===== src/rtl/traffic_signal_monitor.sv =====
// traffic_signal_monitor: checks lamp codes against signalling rules, latches the first fault and requests all-red
module traffic_signal_monitor #(
   parameter int MIN_Y    = 3,
   parameter int MIN_AR   = 1,
   parameter int MAX_WAIT = 32,
   parameter int CW       = 8
) (
   input  logic          clk,
   input  logic          reset,
   input  logic [1:0]    hi_way,
   input  logic [1:0]    cnt_way,
   input  logic          x,
   input  logic          clr,
   output logic          fault,
   output logic [2:0]    fault_code,
   output logic          force_red,
   output logic [CW-1:0] viol_cnt
);
   localparam logic [1:0] RED = 2'd0, YEL = 2'd1, GRN = 2'd2, BAD = 2'd3;
   localparam logic [CW-1:0] MY = CW'(MIN_Y), MA = CW'(MIN_AR), MW1 = CW'(MAX_WAIT - 1);

   logic [1:0]    prev_h, prev_c;
   logic [CW-1:0] ydw_h, ydw_c, ar_cnt, wait_cnt;
   logic          bad, conf, ill, short_y, early_g, wait_hit, viol;
   logic [2:0]    code;

   function automatic logic [CW-1:0] inc(input logic [CW-1:0] v);
      return (v == '1) ? v : v + CW'(1);
   endfunction

   function automatic logic illegal(input logic [1:0] p, input logic [1:0] c);
      return (p == GRN && c == RED) || (p == RED && c == YEL) || (p == YEL && c == GRN);
   endfunction

   always_comb begin
      bad      = (hi_way == BAD) || (cnt_way == BAD);
      conf     = (hi_way != RED) && (cnt_way != RED);
      ill      = illegal(prev_h, hi_way) || illegal(prev_c, cnt_way);
      short_y  = (prev_h == YEL && hi_way == RED && ydw_h < MY) ||
                 (prev_c == YEL && cnt_way == RED && ydw_c < MY);
      early_g  = ((prev_h == RED && hi_way == GRN) || (prev_c == RED && cnt_way == GRN)) && (ar_cnt < MA);
      // flag only on the transition into MAX_WAIT so one wait episode yields one violation
      wait_hit = x && (cnt_way == RED) && (wait_cnt == MW1);
      code     = bad ? 3'd1 : conf ? 3'd2 : ill ? 3'd3 : short_y ? 3'd4 :
                 early_g ? 3'd5 : wait_hit ? 3'd6 : 3'd0;
      viol     = (code != 3'd0);
   end

   always_ff @(posedge clk or negedge reset) begin
      if (!reset) begin
         prev_h     <= RED;
         prev_c     <= RED;
         ydw_h      <= '0;
         ydw_c      <= '0;
         ar_cnt     <= MA;
         wait_cnt   <= '0;
         viol_cnt   <= '0;
         fault      <= 1'b0;
         fault_code <= 3'd0;
      end else begin
         if (!bad) begin
            prev_h <= hi_way;
            prev_c <= cnt_way;
            ydw_h  <= (hi_way == YEL) ? inc(ydw_h) : '0;
            ydw_c  <= (cnt_way == YEL) ? inc(ydw_c) : '0;
         end
         ar_cnt   <= (hi_way == RED && cnt_way == RED) ? inc(ar_cnt) : '0;
         wait_cnt <= (x && cnt_way == RED) ? inc(wait_cnt) : '0;
         if (viol) viol_cnt <= inc(viol_cnt);
         if (viol && (!fault || clr)) begin
            fault      <= 1'b1;
            fault_code <= code;
         end else if (clr) begin
            fault      <= 1'b0;
            fault_code <= 3'd0;
         end
      end
   end

   assign force_red = fault;
endmodule


===== config.mk =====
export PLATFORM = sky130hd
export DESIGN_NAME = traffic_signal_monitor
export DESIGN_NICKNAME = d
export VERILOG_FILES = /design/src/rtl/traffic_signal_monitor.sv
export SDC_FILE = /design/constraint.sdc
export NUM_CORES = 1
export LEC_CHECK = 0
export ABC_AREA = 1
export CAP_MARGIN = 10
export CORE_MARGIN = 2
export CORE_UTILIZATION = 46
export DETAILED_ROUTE_END_ITERATION = 8
export PLACE_DENSITY = 0.65
export SYNTH_ARGS = -nofsm -noshare
export SYNTH_HDL_FRONTEND = slang
export SYNTH_SLANG_ARGS = --single-unit
export TNS_END_PERCENT = 5

===== constraint.sdc =====
create_clock -name clk -period 2 [get_ports clk]
set_input_delay 0.4 -clock clk [delete_from_list [all_inputs] [get_ports clk]]
set_output_delay 0.4 -clock clk [all_outputs]
set_load 0.01 [all_outputs]

==> metrics, run 1 <==
outcome complete, no violations; Final Skew 6.410 ps; leakage 0.001584 uW; share of cells above drive strength 1 0.1733; number of buffers created by CTS 5; Root Buffer clkbuf_8; drt pass-1 iters 4; synthesized instance count 357; Chip Width ~80 um; die height between 80 and 90 um; Startpoint Class flop; Max Fclk 535.7 MHz; Iteration-0 DRC Markers just over 100; CTS Hold Bufs 0; core area 5816 sq um; die area approximately 6600 sq um; Pins Over Slew Limit 0; Worst EP required 2240 ps; CTS tree done; Crit Path Max Fanout 10; post-synthesis cell area ~2700 sq um; vias in the first global route 2203; # rows 28; syn_area_per_cell between 7 and 8 sq um; vias about 2400; DRC errors left 0; clk buf depth 2; critical path class flop to flop; largest net degree at the start of global routing 31; Final setup viols 0; RSZ-0062 raised after global routing yes; Post-DRT Antenna Nets 0; YS warnings 0; I/O Buffers 20; CTS clk-pin slew, worst paths around 90 ps; Synth area leaders dfrtp_1, nand2_1, inv_1; Critical Path AT approximately 2100 ps; FF+latch count, synth 48; htree depth 2; fin crit share 0.9333; Non-Filler Instances 479; nets between 400 and 500; Slew HR 0.6954; io pins 21; Clock Sinks 48; Max Cap Viol 0; post-DP HPWL between 3000 and 4000 um; ant diodes 0; GRT overflow 0; vias per cell around 5; Slew @ Worst Pin 457.0 ps; Synth cell types 32; Area Overhead vs Synth 21.49%; area leader, netlist dfrtp_1; count of final hold-check violations 0; WL/cell approximately 11 um; placed instance count 471; power per cell area approximately 770 nW/um^2; routed wire length 5203 um; post-route setup slack 133.4 ps; register area share after synthesis 0.4404; area share of the largest cell type after synthesis 0.4308; Worst Hold Class primary input to async pin; Starting Density 0.4694; Placer Congestion 0.7962; Clk Latency, worst-skew pair about 300 ps; dpl ws -221.3 ps; fin crit period 1867 ps; initial antenna violation count 0; wire length of the first global-routing pass roughly 9000 um; gr usage total 0.1784; Worst IR Drop VDD around 0.0005 V; post-synth net total roughly 370; CP endpoint kind flop
[cells by family after synthesis]
group / share of synthesized area
AO/OA/AOI/OAI: 0.1082
XOR/XNOR: 0.02246
adder cells (fa/ha/maj): 0.02750
buffers and inverters: 0.08616
flip-flops: 0.4404
AND/OR/NAND/NOR: 0.3153
[cell usage after synthesis]
library cell   n
nand2_1       69
inv_1         51
dfrtp_1       47
nor2_1        41
nand3_1       32
o21ai_0       22
nor3_1        14
a21oi_1       12
nand2_2       11
inv_2          7
ha_1           6
nor2_2         6
a31oi_1        5
nand4_1        5
xnor2_1        4
a211oi_1       3
nor3b_1        3
xor2_1         3
nand3b_1       2
o21ai_2        2
a21oi_2        1
a31o_2         1
a31oi_4        1
buf_2          1
buf_4          1
clkinv_2       1
dfstp_2        1
nand2_4        1
nand2_8        1
nor2_4         1
o211a_1        1
o21ai_1        1
[state kept, by name, indices dropped and copies added (netlist names)]
register    count
ar_cnt          8
fault           1
fault_code      3
prev_c          2
prev_h          2
viol_cnt        8
wait_cnt        8
ydw_c           8
ydw_h           8
[critical path, stage by stage, from the launching register on]
cell and delay (ps):
dfstp_2 550, inv_1 60, ha_1 190, nand3_1 80, nor2_1 70, nand2_1 90
inv_1 50, nand3_1 60, nand2_1 60, a21oi_2 190, nand2_4 140, nand2_8 140
nand2_2 70, o21ai_2 50
[area by class of cell]
class | instances | area, sq um
clock buffers | 6 | 72.57
clock inverters | 2 | 35.03
fillers | 564 | 2499
inverters | 59 | 222.7
multi-input cells | 248 | 1318
flip-flops and latches | 48 | 1202
well taps | 75 | 93.84
repair buffers | 41 | 372.9
[placed cells by master, fill, tap and decap left out, types with 2 or more instances in the layout]
cell type        count
inv_1               51
nor3b_1              3
dlymetal6s2s_1       3
nand4_1              5
nor2_2              10
nand3_1             32
dfrtp_1             47
ha_1                 6
a31oi_1              5
xor2_1               3
nor2_4               2
buf_4               20
xnor2_1              4
clkdlybuf4s50_1     16
o21ai_0             22
a211oi_1             3
nor3_1              13
nand2_1             68
clkbuf_8             5
nand2_2             12
a21oi_1             12
o21ai_2              2
nand3b_1             2
nor2_1              36
inv_2                7
clkinv_2             2
[per-stage QoR]
stage                     total power (uW)  utilization  area [sq um]  setup TNS [ps]  hold slack [ps]
after floorplan                       1575            -          2730               0            104.4
after global placement                1870       0.5463          3177           -2118            382.0
after detailed placement              1882       0.5463          3177           -2861            381.1
after CTS                             2586       0.5648          3284               0            45.28
after global routing                  2728       0.5704          3317          -214.0            63.57
final                                 2556       0.5704          3317               0            37.70
[timing repair]
| item | CTS | global route |
|---|---|---|
| endpoints found under the setup margin | 0 | 18 |
| resized for setup | 0 | 11 |
| setup buffers | 0 | 0 |
[path summary, 6_finish.rpt]
| check | slack, ps | cells after the start | from | to |
|---|---|---|---|---|
| max | 130 | 13 | ar_cnt[0] | viol_cnt[5] |
| min | 40 | 1 | reset | ar_cnt[1] |
| max reg2reg | 130 | 13 | ar_cnt[0] | viol_cnt[5] |
| min reg2reg | 510 | 1 | ar_cnt[2] | ar_cnt[2] |
| max in group asynchronous | 1450 | 2 | reset | ydw_c[7] |
| min in group clk | 470 | 3 | cnt_way[1] | prev_c[1] |
[per-layer routing]
metal | up-vias | share of wire | track usage
met1 | 1073 | 0.48 | 0.2321
met2 | 29 | 0.47 | 0.2950
met5 | - | 0 | 0
met3 | 8 | 0.032 | 0.03333
met4 | 0 | 0.017 | 0.06780
li1 | 1240 | - | -
[power breakdown]
group | leakage (uW) | switching (uW) | internal, uW | total, uW
Sequential | 0.000641 | 119 | 1070 | 1190
Clock | 0.0000552 | 329 | 372 | 701
Combinational | 0.000888 | 321 | 346 | 667
Total | 0.00158 | 769 | 1790 | 2560
Power figures use the tool's default switching activity.
==> inputs of run 2 (changes only) <==
--- a/config.mk
+++ b/config.mk
@@ -11,6 +11,7 @@
 export CORE_UTILIZATION = 46
 export DETAILED_ROUTE_END_ITERATION = 8
 export PLACE_DENSITY = 0.65
+export RECOVER_POWER = 50
 export SYNTH_ARGS = -nofsm -noshare
 export SYNTH_HDL_FRONTEND = slang
 export SYNTH_SLANG_ARGS = --single-unit
==> metrics, run 2 (synthesis gave the netlist of run 1 again) <==
RSZ-0062 raised after global routing yes; share of cells above drive strength 1 0.1708; outcome complete, no violations; DRC errors left 0; die height 81.04 um; Max Fclk around 540 MHz; leakage around 0.0016 uW; Area Overhead vs Synth 20.90%; Starting Density 0.4694; post-route setup slack roughly 130 ps; GRT overflow 0; largest net degree at the start of global routing 31; Worst Hold Class primary input to async pin; Pins Over Slew Limit 0; wire length of the first global-routing pass between 9000 and 10000 um; die area about 6600 sq um; vias ~2300; Clk Latency, worst-skew pair 300 ps; Placer Congestion ~0.80; core area between 5000 and 6000 sq um; clk buf depth 2; Root Buffer clkbuf_8; commonest non-fill, non-tap cell in the layout nand2_1; Finished Cell Area between 3000 and 4000 sq um; count of final hold-check violations 0; nets between 400 and 500; fin crit share 0.9338; Iteration-0 DRC Markers between 100 and 150; io pins 21; Slew @ Worst Pin approximately 1000 ps; Final setup viols 0; Worst IR Drop VDD approximately 0.00049 V; CTS tree done; Clock Sinks 48; most frequent cells in the layout nand2_1, inv_1, dfrtp_1; Finished Core Util 0.5676; post-DP HPWL a little under 4000 um; # rows 28; ant diodes 0; Crit Path Max Fanout 10; setup TNS 0 ps; power per cell area about 770 nW/um^2; I/O Buffers 20; placed cell area 3177 sq um; vias per cell roughly 4.9; drt pass-1 iters 4; worst hold slack about 240 ps; fin crit period around 1900 ps; number of buffers created by CTS 5; number of setup buffers added after CTS 0; Final Skew around 6.4 ps; Critical Path AT between 2000 and 2500 ps; initial antenna violation count 0; Max Cap Viol 0; critical path class flop to flop; Post-DRT Antenna Nets 0; dpl ws -221.3 ps; Worst EP required 2240 ps; CTS clk-pin slew, worst paths about 90 ps; gr usage total 0.1784; Slew HR 0.3269; htree depth 2; Chip Width about 81 um; CP endpoint kind flop; Startpoint Class flop; routed wire length 5204 um; WL/cell 10.86 um; vias in the first global route about 2200
## run 2: changes by cell type in the layout (fill, tap and decap cells not counted)
| cell | change |
|---|---|
| buf_12 | -1 |
| clkbuf_1 | +1 |
| buf_2 | -1 |
| clkbuf_2 | +1 |
## run 2: timing repair
| item | CTS | global route |
|---|---|---|
| hold buffers | 0 | 0 |
| resized for setup | 0 | 11 |
| endpoints found under the setup margin | 0 | 18 |
## run 2: critical path: stages, from the launching register on
cell and delay (ps):
dfstp_2 550, inv_1 60, ha_1 190, nand3_1 80
nor2_1 70, nand2_1 90, inv_1 50, nand3_1 60
nand2_1 60, a21oi_2 190, nand2_4 140, nand2_8 140
nand2_2 70, o21ai_2 50
## run 2: final cells by class
cell class / count / area, sq um
multi-input combinational: 248 / 1318
clock inverter: 2 / 35.03
timing repair buffer: 41 / 356.6
sequential: 48 / 1202
tap: 75 / 93.84
inverter: 59 / 222.7
clock buffer: 6 / 72.57
fill: 567 / 2515
## run 2: worst paths after layout
check / slack (ps) / depth (start not counted) / startpoint / endpoint
worst min register to register: 510 / 1 / ar_cnt[2] / ar_cnt[2]
min in group clk: 470 / 3 / cnt_way[1] / prev_c[1]
worst max-delay path: 130 / 13 / ar_cnt[0] / viol_cnt[5]
worst max register to register: 130 / 13 / ar_cnt[0] / viol_cnt[5]
max in group asynchronous: 480 / 2 / reset / ydw_c[7]
worst min-delay path: 240 / 1 / reset / ar_cnt[1]
## run 2: report_power, final
part	switching [uW]	total [uW]	internal (uW)
clock	330	701	372
sequential	119	1190	1070
combinational	321	663	342
total	769	2550	1780
## run 2: stage by stage
stage	instances	total power [uW]
after global placement	471	1870
after floorplan	357	1575
final	479	2553
after global routing	479	2724
after CTS	479	2586
after detailed placement	471	1882
## run 2: metal layers
metal,part of all wire,vias up,global-route usage
met1,0.49,1072,0.2321
met3,0.030,8,0.03333
met4,0.017,0,0.06780
met5,0,-,0
li1,-,1240,-
met2,0.47,28,0.2950
==> inputs of run 3 (changes only) <==
--- a/config.mk
+++ b/config.mk
@@ -12,6 +12,7 @@
 export DETAILED_ROUTE_END_ITERATION = 8
 export PLACE_DENSITY = 0.65
 export RECOVER_POWER = 50
+export SETUP_SLACK_MARGIN = 0.4
 export SYNTH_ARGS = -nofsm -noshare
 export SYNTH_HDL_FRONTEND = slang
 export SYNTH_SLANG_ARGS = --single-unit
==> constraint.sdc (replaced) <==
create_clock -name clk -period 1.8 [get_ports clk]
set_input_delay 0.36 -clock clk [delete_from_list [all_inputs] [get_ports clk]]
set_output_delay 0.36 -clock clk [all_outputs]
set_load 0.01 [all_outputs]
==> metrics, run 3 (synthesis gave the netlist of run 1 again) <==
outcome complete, but fails checks; failing checks negative setup slack; Power Total ~2700 uW; number of buffers created by CTS 5; CTS clk-pin slew, worst paths 80 ps; drt pass-1 iters 4; Starting Density 0.4694; Startpoint Class flop; Non-Filler Instances 496; dpl ws -476.6 ps; Final setup viols 6; Worst Hold Class flop to flop; worst hold slack 509.8 ps; initial antenna violation count 0; Post-DRT Antenna Nets 0; Crit Path Max Fanout 5; nets 434; post-DP HPWL 4123 um; vias per cell just under 5; htree depth 2; # rows 28; Worst EP required between 1500 and 2000 ps; die area between 6000 and 7000 sq um; count of final hold-check violations 0; Max Fclk 551.5 MHz; Crit-path slowest cell dfrtp_1; Slew HR 0.4491; io pins 21; Chip Width between 80 and 90 um; most frequent cells in the layout nand2_1, inv_1, dfrtp_1; Iteration-0 DRC Markers 67; Crit path max-delay family simple AND/OR/NAND/NOR gates; power per cell area 764.9 nW/um^2; Finished Cell Area 3592 sq um; RSZ-0062 raised after global routing yes; core area 5816 sq um; CTS tree done; DRC errors left 0; vias in the first global route 2315; crit-path cells ha_2 > nand3_2 > nor2_2 > inv_1 > nor2_2 > nor2_2 > nor2_2 > nor2_4 > nand2_4 > nand2_4 > nand2_2 > nand2_1; commonest non-fill, non-tap cell in the layout nand2_1; fin crit share 1.007; I/O Buffers 20; ant diodes 0; Clk Latency, worst-skew pair about 290 ps; Clock Sinks 48; placed cell area about 3300 sq um; fin crit period 1813 ps; placed instance count 480; die height roughly 80 um; vias ~2400; GRT overflow 0; Slew @ Worst Pin 826.3 ps; largest net degree at the start of global routing 24; critical path class flop to flop; share of cells above drive strength 1 0.2850; Worst IR Drop VDD around 0.00058 V; wire length of the first global-routing pass ~9800 um; leakage ~0.0018 uW; slowest stage delay, CP 370 ps; routed wire length roughly 5800 um; CP endpoint kind flop; Final Skew roughly 4.2 ps; Placer Congestion slightly above 0.8; Root Buffer clkbuf_8; Area Overhead vs Synth 31.58%; Crit path top cell by count nor2_2; Critical Path AT 2000 ps; WL/cell between 10 and 15 um; Pins Over Slew Limit 0; gr usage total 0.1899; post-route setup slack -13.19 ps; WP buf/inv 1; clk buf depth 2; Max Cap Viol 0
-- run 3: cell types whose count changed in the layout (fill, tap and decap cells not counted), sizes merged --
| cell | before | now |
|---|---|---|
| buf | 20 | 33 |
| clkbuf | 8 | 11 |
| nand2 | 82 | 84 |
| bufinv | 1 | 0 |
| clkdlybuf4s50 | 16 | 5 |
| clkinv | 2 | 1 |
| dlygate4sd2 | 0 | 4 |
| dlygate4sd3 | 0 | 1 |
| dlymetal6s2s | 3 | 10 |
-- run 3: power breakdown --
part | switching [uW] | internal [uW] | leakage, uW | total [uW]
Sequential | 132 | 1190 | 0.000641 | 1320
Combinational | 389 | 390 | 0.00108 | 779
Clock | 334 | 314 | 0.0000455 | 647
-- run 3: repair_timing --
action,in CTS,in global routing
pin swaps,12,15
endpoints found under the setup margin,56,57
cloned,2,0
hold endpoints to repair,12,0
hold buffers,1,0
buffers inserted,4,1
gates resized for setup,18,47
-- run 3: worst register-to-register path: stages (launching register included) --
cell	delay, ps
dfrtp_1	370
ha_2	200
nand3_2	90
nor2_2	130
inv_1	100
nor2_2	150
nor2_2	70
nor2_2	180
nor2_4	70
nand2_4	140
nand2_4	110
nand2_2	70
nand2_1	40
-- run 3: area by class of cell --
type                       instances  area (sq um)
inverter                          59         222.7
sequential                        48          1202
timing repair buffer              56         484.2
tap                               75         93.84
fill                             546          2223
multi-input combinational        250          1499
clock buffer                       8         90.09
-- run 3: worst paths after layout --
check,depth (start not counted),slack (ps),startpoint,end
setup / recovery,12,-10,wait_cnt[1],viol_cnt[0]
hold / removal,2,510,viol_cnt[4],viol_cnt[4]
setup reg to reg,12,-10,wait_cnt[1],viol_cnt[0]
hold reg to reg,2,510,viol_cnt[4],viol_cnt[4]
max in group asynchronous,3,200,reset,viol_cnt[5]
min in group asynchronous,2,700,reset,ydw_h[0]
-- run 3: metal layers --
layer	GRT usage	routed length [um]	part of all wire
met4	0.03051	17	0.0029
met5	0	0	0
met2	0.3355	2910	0.50
met1	0.2364	2711	0.47
met3	0.05111	177	0.030
-- run 3: through the flow --
stage,setup TNS [ps],util
floorplan,0,-
global placement,-7530,0.5609
detailed placement,-8612,0.5609
CTS,0,0.5942
global route,-2635,0.6177
finish,-40.56,0.6177
